==> src/rtl/nack_skid_slice_pkg.sv <==
// Shared token types and FSM encoding for the Nack skid slice.
// The optional overflow checker is enabled by defining NACK_SKID_OVF_CHK_EN.
package nack_skid_slice_pkg;

  localparam int DATA_W = 8;

  typedef struct packed {
    logic              v;
    logic [DATA_W-1:0] d;
  } FTk_t;

  typedef struct packed {
    logic v;
    logic t;
    logic c;
    logic n;
  } BTk_t;

  typedef enum logic [1:0] {
    PASS  = 2'h0,
    HOLD  = 2'h1,
    DRAIN = 2'h2
  } skid_fsm_t;

endpackage

==> src/rtl/nack_skid_slice_skid_ring.sv <==
// DEPTH-entry ring store with push/pop/occupancy; push and pop together on a
// full store is legal (the popped head is the old head).
module skid_ring #(
  parameter int  DEPTH = 3,
  parameter type T     = logic [7:0],
  parameter int  OCC_W = $clog2(DEPTH) + 1
) (
  input  logic             clock,
  input  logic             reset,
  input  logic             push,
  input  logic             pop,
  input  T                 din,
  output T                 head,
  output logic [OCC_W-1:0] occ,
  output logic             full
);

  localparam int PTR_W = (DEPTH > 1) ? $clog2(DEPTH) : 1;

  T                 mem [DEPTH];
  logic [PTR_W-1:0] rd_ptr;
  logic [PTR_W-1:0] wr_ptr;
  logic             do_push;
  logic             do_pop;

  function automatic logic [PTR_W-1:0] wrap_inc(input logic [PTR_W-1:0] p);
    wrap_inc = (p == PTR_W'(DEPTH - 1)) ? '0 : p + PTR_W'(1);
  endfunction

  always_comb begin
    full    = (occ == OCC_W'(DEPTH));
    do_pop  = pop && (occ != '0);
    do_push = push && (!full || do_pop);
    head    = mem[rd_ptr];
  end

  always_ff @(posedge clock) begin
    if (reset) begin
      rd_ptr <= '0;
      wr_ptr <= '0;
      occ    <= '0;
    end else begin
      if (do_push) wr_ptr <= wrap_inc(wr_ptr);
      if (do_pop)  rd_ptr <= wrap_inc(rd_ptr);
      case ({do_push, do_pop})
        2'b10:   occ <= occ + OCC_W'(1);
        2'b01:   occ <= occ - OCC_W'(1);
        default: occ <= occ;
      endcase
    end
  end

  // Storage carries data only, so it is left out of reset.
  always_ff @(posedge clock) begin
    if (do_push) mem[wr_ptr] <= din;
  end

endmodule

==> src/rtl/nack_skid_slice.sv <==
// Registered output slice that absorbs the upstream's in-flight tokens after Nack.
// Define NACK_SKID_OVF_CHK_EN for the sticky overflow flag and drop assertion.
module nack_skid_slice
  import nack_skid_slice_pkg::*;
#(
  parameter int  SKID_DEPTH = 3,
  parameter type TYPE_FWRD  = FTk_t
) (
  input  logic                        clock,
  input  logic                        reset,
  input  TYPE_FWRD                    I_FTk,
  output BTk_t                        O_BTk,
  output TYPE_FWRD                    O_FTk,
  input  BTk_t                        I_BTk,
  output logic [$clog2(SKID_DEPTH):0] O_Occ,
  output logic                        O_Ovf
);

  localparam int OCC_W = $clog2(SKID_DEPTH) + 1;

  skid_fsm_t        state;
  TYPE_FWRD         out_p1;
  TYPE_FWRD         head;
  logic [OCC_W-1:0] occ;
  logic [OCC_W-1:0] occ_next;
  logic             full;
  logic             stall;
  logic             has_skid;
  logic             push_req;
  logic             push;
  logic             pop;

  function automatic TYPE_FWRD clean_tok(input TYPE_FWRD t);
    clean_tok = t.v ? t : '0;
  endfunction

  // Whenever the skid holds anything, new tokens queue behind it so order is kept.
  always_comb begin
    stall    = I_BTk.n;
    has_skid = (occ != '0);
    pop      = !stall && has_skid;
    push_req = I_FTk.v && ((stall && (state != PASS)) || pop);
    push     = push_req && (!full || pop);
    occ_next = occ + OCC_W'(push) - OCC_W'(pop);
  end

  skid_ring #(
    .DEPTH (SKID_DEPTH),
    .T     (TYPE_FWRD),
    .OCC_W (OCC_W)
  ) u_ring (
    .clock (clock),
    .reset (reset),
    .push  (push),
    .pop   (pop),
    .din   (I_FTk),
    .head  (head),
    .occ   (occ),
    .full  (full)
  );

  // ---- stage p1: output register and FSM ----
  always_ff @(posedge clock) begin
    if (reset) begin
      state  <= PASS;
      out_p1 <= '0;
    end else begin
      unique case (state)
        PASS: begin
          out_p1 <= clean_tok(I_FTk);
          state  <= stall ? HOLD : PASS;
        end
        HOLD, DRAIN: begin
          if (stall) begin
            state <= HOLD;
          end else if (has_skid) begin
            out_p1 <= head;
            state  <= (occ_next != '0) ? DRAIN : PASS;
          end else begin
            out_p1 <= clean_tok(I_FTk);
            state  <= PASS;
          end
        end
        default: begin
          state  <= PASS;
          out_p1 <= '0;
        end
      endcase
    end
  end

  // Nack goes upstream combinationally; the skid keeps it high until empty.
  always_comb begin
    O_BTk   = I_BTk;
    O_BTk.n = I_BTk.n | has_skid;
    O_FTk   = out_p1;
    O_Occ   = occ;
  end

`ifdef NACK_SKID_OVF_CHK_EN
  logic drop;
  logic ovf;

  assign drop  = push_req && full && !pop;
  assign O_Ovf = ovf;

  always_ff @(posedge clock) begin
    if (reset)     ovf <= 1'b0;
    else if (drop) ovf <= 1'b1;
  end

  a_no_drop: assert property (@(posedge clock) disable iff (reset) !drop)
    else $error("nack_skid_slice: skid full, token dropped");
`else
  assign O_Ovf = 1'b0;
`endif

endmodule

==> config.mk <==
export PLATFORM = sky130hd
export DESIGN_NAME = nack_skid_slice
export DESIGN_NICKNAME = d
export VERILOG_FILES = /design/src/rtl/nack_skid_slice_pkg.sv /design/src/rtl/nack_skid_slice_skid_ring.sv /design/src/rtl/nack_skid_slice.sv
export SDC_FILE = /design/constraint.sdc
export NUM_CORES = 1
export LEC_CHECK = 0
export CAP_MARGIN = 20
export CORE_UTILIZATION = 57
export CTS_CLUSTER_DIAMETER = 120
export DETAILED_ROUTE_END_ITERATION = 10
export GPL_TIMING_DRIVEN = 0
export HOLD_SLACK_MARGIN = 0.15
export PLACE_DENSITY = 0.95
export SYNTH_ARGS = -nofsm -noshare
export SYNTH_HDL_FRONTEND = slang
export SYNTH_SLANG_ARGS = --single-unit
==> constraint.sdc <==
create_clock -name clock -period 3.7 [get_ports clock]
set_input_delay 0.74 -clock clock [delete_from_list [all_inputs] [get_ports clock]]
set_output_delay 0.74 -clock clock [all_outputs]
set_load 0.005 [all_outputs]
==> impl_metrics.toml <==
[run_status]
status = "completed"

[job]
maxCapViolCount = 0

[timing]
setup_ws_ns = 0.701
hold_viol = 0
tns_ns = 0
finalCriticalPeriod_ns = 3.00
rsz0062_at_grt = "no"
fmax_ghz = 0.333
maxSlewViolCount = 0
relSlewSlack_pct = 44.3
finClkSkew_ns = 0.00878
period_share_pct = 81.0
setup_violations = 0
worstMarginPinSlew_ns = 0.832

[synth]
synth_most_common_cell = "edfxtp_1"
synth_area_mm2 = 0.00210
synth_top_area_share_pct = 38.6
syn_inst = 171
synth.area.top_cells = "edfxtp_1 (39%), dfxtp_1 (19%), mux2i_1 (4.3%), mux2_2 (4.3%), a22o_1 (3.3%)"
synth_commonest_cells = "edfxtp_1 (27), dfxtp_1 (20), nand2_1 (13)"
synth-edff-count = 27
yosysSeqAreaShare_pct = 57.6
avgSynthCellArea_um2 = 12.3
yosysTopAreaCell = "edfxtp_1"
async_flop_share_pct = 0
yosys_register_bits = 47
synthDistinctLibCells = 37
synthesis.nets = 193
dominantRegCellSynth = "edfxtp_1"
yosysWarnings = 0

[drt]
vias = 1405
postRouteAntennaNets = 0
drc = 0
routed_wl_mm = 3.84
wire_per_inst_um = 15.2
vias_per_cell = 5.55
dr.first_iter.drc_count = 74
dr.pass1.iters = 4

[setup_path]
path_cells = "clkdlybuf4s50_1, or3_1, a21oi_2, or2_1, buf_2, ha_1, inv_1, fa_1, xor2_1, or3_1, a21oi_1"
endpoint_kind = "flip-flop"
timing.setup.critical_path_class = "in2reg"
critPathBufInv = 3
required_ns = 3.94
path_max_fanout = 5
crit_top_cell = "or3_1"
arrival_ns = 3.24
crit_slowest_cell = "clkdlybuf4s50_1"
cpLargestDelayFamily = "simple AND/OR/NAND/NOR gates"
cpPeakStageDelay_ns = 0.46
start_kind = "primary input"

[cells_and_area]
fin_util_pct = 73.4
drive_gt1_share_pct = 16.4
syn2layout_area_growth_pct = 20.1
fin_nets = 228
diodes = 0
design_area_mm2 = 0.00252

[placement]
hpwl_mm = 2.71
numPortBuffers = 27
pre_cts_slack_ns = 0.411
placed_cell_area_mm2 = 0.00244
place_congestion = 0.743

[cts]
htree_levels = 2
clkLatencyLatePin_ns = 0.31
clockBufferDepth = 2
cts_tree = "done"
root_buffer = "clkbuf_8"
post_cts_resized = 0
cts_hold_buf = 0
post_cts_buffers = 0
cts.reportedPaths.clkPinSlew_ns = 0.08
cts_num_sinks = 47
cts_buffers = 5

[floorplan]
die_h_um = 62.7
start_util_pct = 61.1
io_pins = 32
core_mm2 = 0.00344
fp.dieW_um = 62.7
rows = 21
die_area_mm2 = 0.00393

[power]
power.leakage_nw = 0.908
power_density_mw_per_mm2 = 546
vdd.ir_drop.worst_mv = 0.334
total_power_mw = 1.38

[grt]
track_usage_pct = 22.0
grt_max_degree = 15
grt_pass1_wl_mm = 6.42
overflow = 0
antenna_found_initial = 0
grt_pass1_vias = 1407

[worst_hold_path]
hp-class = "reg2reg"
==> report_power, final <==
part	switching (mW)	internal (mW)	total (mW)	leakage, nW
clock network	0.173	0.132	0.305	0.0412
logic	0.211	0.218	0.429	0.458
registers	0.0376	0.607	0.645	0.409
==> metrics by stage <==
| stage | instances | hold WS, ns |
|---|---|---|
| 2_1_floorplan | 171 | 0.466 |
| 3_3_place_gp | 244 | 0.463 |
| 3_5_place_dp | 245 | 0.464 |
| 4_1_cts | 253 | 0.489 |
| 5_1_grt | 253 | 0.496 |
| 6_report | 253 | 0.488 |
==> area by class of cell <==
type / instances / area (um^2)
tap: 46 / 57.6
inverter: 9 / 33.8
timing repair buffer: 28 / 275
sequential: 47 / 1210
buffer: 12 / 88.8
clock buffer: 6 / 72.6
fill: 238 / 917
clock inverter: 2 / 12.5
multi-input combinational: 103 / 773
==> registers in the layout (all words and copies together), names as in the netlist, named ones only <==
signal and count:
O_FTk 9, u_ring.rd_ptr 2, state 2, u_ring.wr_ptr 2
u_ring.occ 3, u_ring.mem 27
==> worst paths after layout <==
path	startpoint	endpoint	slack, ns	cells past startpoint
min	O_FTk[0]	O_FTk[0]	0.49	1
min reg2reg	O_FTk[0]	O_FTk[0]	0.49	1
max reg2reg	u_ring.occ[0]	u_ring.occ[2]	1.15	10
max	I_BTk[0]	u_ring.occ[2]	0.70	11
==> cell families after synthesis <==
| kind of cell | synth area share (%) |
|---|---|
| compound gates | 10.7 |
| fa+ha+maj | 4.88 |
| mux | 8.57 |
| buf+inv | 5.83 |
| other cells | 0.178 |
| xor+xnor | 1.67 |
| flops | 57.6 |
| simple gates | 10.5 |
==> placed cells by master, fill, tap and decap left out, types with 5 or more instances in the layout <==
| master | count |
|---|---|
| nand2_1 | 13 |
| dfxtp_1 | 20 |
| buf_4 | 5 |
| o21ai_0 | 8 |
| mux2_2 | 8 |
| ha_1 | 5 |
| clkbuf_8 | 7 |
| inv_1 | 9 |
| a22o_1 | 8 |
| nor2_1 | 8 |
| edfxtp_1 | 27 |
| mux2i_1 | 9 |
| clkdlybuf4s50_1 | 27 |
| o22ai_1 | 8 |
==> per-layer routing <==
metal	track usage (%)	vias to the layer above	share of wire (%)	wire, um
li1	-	680	-	-
met1	26.1	672	44	1710
met2	37.0	45	48	1850
met3	5.47	8	4.7	181
met4	11.0	0	2.5	98
met5	0	-	0	0
Power figures use the tool's default switching activity.
==> RTL edit 1, RTL diff (config.mk and constraints unchanged) <==
Put a register stage on the output `O_BTk`. The value now appears one clock later. The other outputs are not delayed to match.
--- a/src/rtl/nack_skid_slice.sv
+++ b/src/rtl/nack_skid_slice.sv
@@ -17,6 +17,8 @@
 );
 
   localparam int OCC_W = $clog2(SKID_DEPTH) + 1;
+
+  BTk_t O_BTk_d;
 
   skid_fsm_t        state;
   TYPE_FWRD         out_p1;
@@ -91,8 +93,8 @@
 
   // Nack goes upstream combinationally; the skid keeps it high until empty.
   always_comb begin
-    O_BTk   = I_BTk;
-    O_BTk.n = I_BTk.n | has_skid;
+    O_BTk_d = I_BTk;
+    O_BTk_d.n = I_BTk.n | has_skid;
     O_FTk   = out_p1;
     O_Occ   = occ;
   end
@@ -115,5 +117,9 @@
   assign O_Ovf = 1'b0;
 `endif
 
+  always_ff @(posedge clock) begin
+    O_BTk <= O_BTk_d;
+  end
+
 endmodule
 
Function: changed (a bounded check fails within 4 cycles, from zero or initial values and one cycle with reset high).
==> RTL edit 1 against the original RTL <==
Routed wire length increased by 14%. Core utilization is 2.4 points higher. Clock skew grew 0.0035 ns. Non-clock buffer count up 1. Sequential cell count increased by 4. Power up 6.6%. Die area increased by 2.6%. Setup slack worse by 0.085 ns. Final area increased by 4.1%. Area after synthesis increased by 2.7%. Via count increased by 6.2%.
==> RTL edit 1: results (changes against the original RTL) <==
DR vias 1,492 (+6.2%); Mapped Cells 172 (+0.58%); adder-cell share of the synthesized area 4.75% (-0.13 points); HPWL Detailed 3070 um (+13%); HP Start O_FTk[6]; Synth Area in Compound Gates 10.4% (-0.29 points); H-tree levels 2 (unchanged); vias per cell 5.78 (+4.1%); Post-Route WL 4390 um (+14%); worst vdd ir 0.000313 V (-6.1%); placed insts 250 (+2.0%); register area share after synthesis 59.8% (+2.2 points); Synth area leaders edfxtp_1 (38%), dfxtp_1 (22%), mux2i_1 (4.2%); Leak 0.000950 uW (+4.6%); first-pass GRT wire length 7120 um (+11%); placed cell area 2530 um2 (+3.7%); fill count 216 (-9.2%); CTS root buffer clkbuf_8; RePlAce Congestion 0.782 (+5.2%); run status finished, final reports clean; All-Layer GR Usage 24.0% (+2.0 points); Post-synth top cells edfxtp_1 (27), dfxtp_1 (24), nand2_1 (13); pin count of the biggest net entering global routing 17 (+2); Critical Path AT 3.32 ns (+0.08 ns); Worst-Margin Slew 0.815 ns (-0.0168 ns); post-layout net count 233 (+2.2%); Crit Reg-Reg Startpoint u_ring.occ[0]; CTS resizes 0 (unchanged); Placement Setup Slack 0.358 ns (-0.0526 ns); post-CTS setup buffer count 0 (unchanged); setup ws final 0.616 ns (-0.0851 ns); terminating pin of the worst hold path O_FTk[6]; multiplexer share of the synthesized area 8.34% (-0.23 points); R2R Setup Slk 1.06 ns (-0.09 ns); crit path max fanout 5 (unchanged); Inserted Clock Buffers 5 (unchanged); FF-to-FF path depth 10 (unchanged); Synth Area in XOR/XNOR 1.62% (-0.044 points); critical path launch point I_BTk[0]; I/O Buffers 30 (+11%); Setup Skew 0.0122 ns (+0.00345 ns); Post-Syn Nets 194 (+0.52%); share of cells above drive strength 1 15.1% (-1.3 points); 1st-iter DRT viols 113 (+53%)
RTL edit 1: changes by cell type after synthesis:
cell     unedited run  this run
dfxtp_1            20        24
buf_4               5         2
RTL edit 1: power breakdown:
group          internal, uW  switching [uW]  total (uW)  leakage (uW)
Sequential              657            43.2         701      0.000442
Combinational           221             214         435      0.000460
Clock                   153             182         334     0.0000474
Total                  1030             439        1470      0.000950
RTL edit 1: area by class of cell:
class | count | area (um2) | area share, %
Timing Repair Buffer | 32 | 313 | 11.9
Clock inverter | 2 | 16.3 | 0.619
Inverter | 9 | 33.8 | 1.29
Clock buffer | 6 | 82.6 | 3.14
Sequential cell | 51 | 1290 | 49.1
Multi-Input combinational cell | 103 | 768 | 29.2
Tap cell | 46 | 57.6 | 2.19
Buffer | 9 | 66.3 | 2.52
RTL edit 1: worst max-delay path, cell delays in order:
cell and delay (ns):
clkdlybuf4s50_1 0.47, or3_1 0.36, a21oi_2 0.21, or2_1 0.12
buf_2 0.15, ha_1 0.18, inv_1 0.06, fa_1 0.37
xor2_1 0.16, or3_1 0.32, a21oi_1 0.17
RTL edit 1: metrics by stage:
stage | hold slack, ns | total power [uW]
detailed placement | 0.466 | 1140
finish | 0.485 | 1470
global placement | 0.461 | 1110
CTS | 0.487 | 1470
global route | 0.516 | 1540
floorplan | 0.466 | 995
RTL edit 1: routing by layer:
metal / up-vias / track usage, % / routed length (um)
li1: 697 / - / -
met1: 720 / 28.1 / 1700
met2: 68 / 40.2 / 2280
met3: 7 / 8.33 / 342
met4: 0 / 8.81 / 59
met5: - / 0 / 0
==> RTL edit 2, RTL diff (same flow settings) <==
Without the edit above. Set the parameter `SKID_DEPTH` to 5 (it was 3).
--- a/src/rtl/nack_skid_slice.sv
+++ b/src/rtl/nack_skid_slice.sv
@@ -3,7 +3,7 @@
 module nack_skid_slice
   import nack_skid_slice_pkg::*;
 #(
-  parameter int  SKID_DEPTH = 3,
+  parameter int  SKID_DEPTH = 5,
   parameter type TYPE_FWRD  = FTk_t
 ) (
   input  logic                        clock,
Interface: changed (resized O_Occ); port bits go from 32 to 33. The function was not compared with the original's and may differ.
==> RTL edit 2 against the original RTL <==
Final area is 50% higher. Sequential share of layout area is 0.48 points higher. Setup slack worse by 0.36 ns. Core utilization fell by 1.2 points. Area after synthesis rose by 50%. Routed wire length up 90%. Sequential cell count is 22 higher. Sequential power rose by 50%. Combinational power rose by 110%. Synthesized cell count grew 49%. Power up 79%. Highest routed layer unchanged.
==> RTL edit 2: results (changes against the original RTL) <==
vias in the first global route 2,294 (+63%); Critical Path AT 3.63 ns (+0.39 ns); I/O Buffers 28 (+3.7%); setup ws final 0.346 ns (-0.356 ns); first-pass GRT wire length 11,800 um (+84%); RePlAce Congestion 0.819 (+10%); met3 usage 5.75% (+0.27 points); run status finished, final reports clean; share of cells above drive strength 1 13.2% (-3.3 points); Avg WL per Cell 19.5 um (+28%); Clock Power 591 uW (+94%); Slowest Stage Delay on Critical Path 0.50 ns (+0.04 ns); Clk pin slew, worst setup/hold paths 0.07 ns; placed insts 358 (+46%); R2R Setup Slk 0.62 ns (-0.53 ns); Inserted Clock Buffers 9 (+4); Netlist cell types 47 (+27%); Post-synth top cells edfxtp_1 (45), dfxtp_1 (24), a21oi_1 (21); register area share after synthesis 58.0% (+0.36 points); grt met2 use 46.7% (+9.7 points); vias per cell 6.07 (+9.3%); Synth area leaders edfxtp_1 (43%), dfxtp_1 (15%), ha_1 (5.9%); Setup Skew 0.00710 ns (-0.00168 ns); Comb power 919 uW (+110%); met3 wire len 551 um (+200%); wire length on met2 3730 um (+100%); P_seq 965 uW (+50%); post-layout net count 331 (+45%); fill count 324 (+36%); All-Layer GR Usage 27.5% (+5.5 points); HPWL Detailed 4700 um (+73%); worst skew pair latency 0.35 ns (+0.04 ns); Routed met1 length 2860 um (+67%); Worst-Margin Slew 0.666 ns (-0.166 ns); crit path max fanout 10 (+5); H-tree levels 3 (+1); Largest register FFs 45 (+67%); worst vdd ir 0.000420 V (+26%); Post-Syn Nets 287 (+49%); CTS root buffer clkbuf_8; Leak 0.00129 uW (+42%); antenna violations before repair 0 (unchanged); Post-synth EDFFs 45 (+67%); 1st-iter DRT viols 190 (+160%); Placement Setup Slack 0.0613 ns (-0.349 ns); placed cell area 3600 um2 (+47%); pin count of the biggest net entering global routing 13 (-2)
==> RTL edit 2: cell count changes in the layout (fill, tap and decap cells not counted), moves of 8 or more <==
cell,before,now
a22o_1,8,0
mux2_2,8,0
edfxtp_1,27,45
ha_1,5,15
o32ai_1,0,8
a21oi_1,4,21
inv_1,9,17
a211oi_1,0,9
==> RTL edit 2: cell families after synthesis <==
| kind of cell | count (synthesis) | share of synthesized area, % |
|---|---|---|
| flip-flops | 69 | 58.0 |
| AO/OA/AOI/OAI | 65 | 13.9 |
| AND/OR/NAND/NOR | 48 | 8.63 |
| buffers and inverters | 34 | 4.91 |
| adder cells (fa/ha/maj) | 17 | 7.21 |
| multiplexers | 17 | 6.18 |
| XOR/XNOR | 4 | 1.11 |
| other | 1 | 0.119 |
==> RTL edit 2: worst paths after layout <==
path	end	cells past startpoint	startpoint
max	u_ring.occ[3]	11	I_BTk[0]
max reg2reg	u_ring.occ[3]	12	u_ring.occ[2]
min reg2reg	u_ring.rd_ptr[2]	2	u_ring.rd_ptr[2]
min	u_ring.rd_ptr[2]	2	u_ring.rd_ptr[2]
==> RTL edit 2: per-stage QoR <==
| stage | utilization, % | TNS (ns) | hold slack (ns) |
|---|---|---|---|
| 2_1_floorplan | - | 0 | 0.466 |
| 3_3_place_gp | 67.3 | -7.71 | 0.491 |
| 3_5_place_dp | 68.7 | 0 | 0.497 |
| 4_1_cts | 72.2 | 0 | 0.509 |
| 5_1_grt | 72.2 | 0 | 0.553 |
| 6_report | 72.2 | 0 | 0.519 |
==> RTL edit 2: layout make-up <==
cell class	count	area share, %
plain buffers	17	2.42
clock buffers	11	3.47
clock inverters	5	1.42
inverters	17	1.69
multi-input cells	152	31.8
flip-flops and latches	69	48.4
well taps	70	2.32
repair buffers	33	8.41
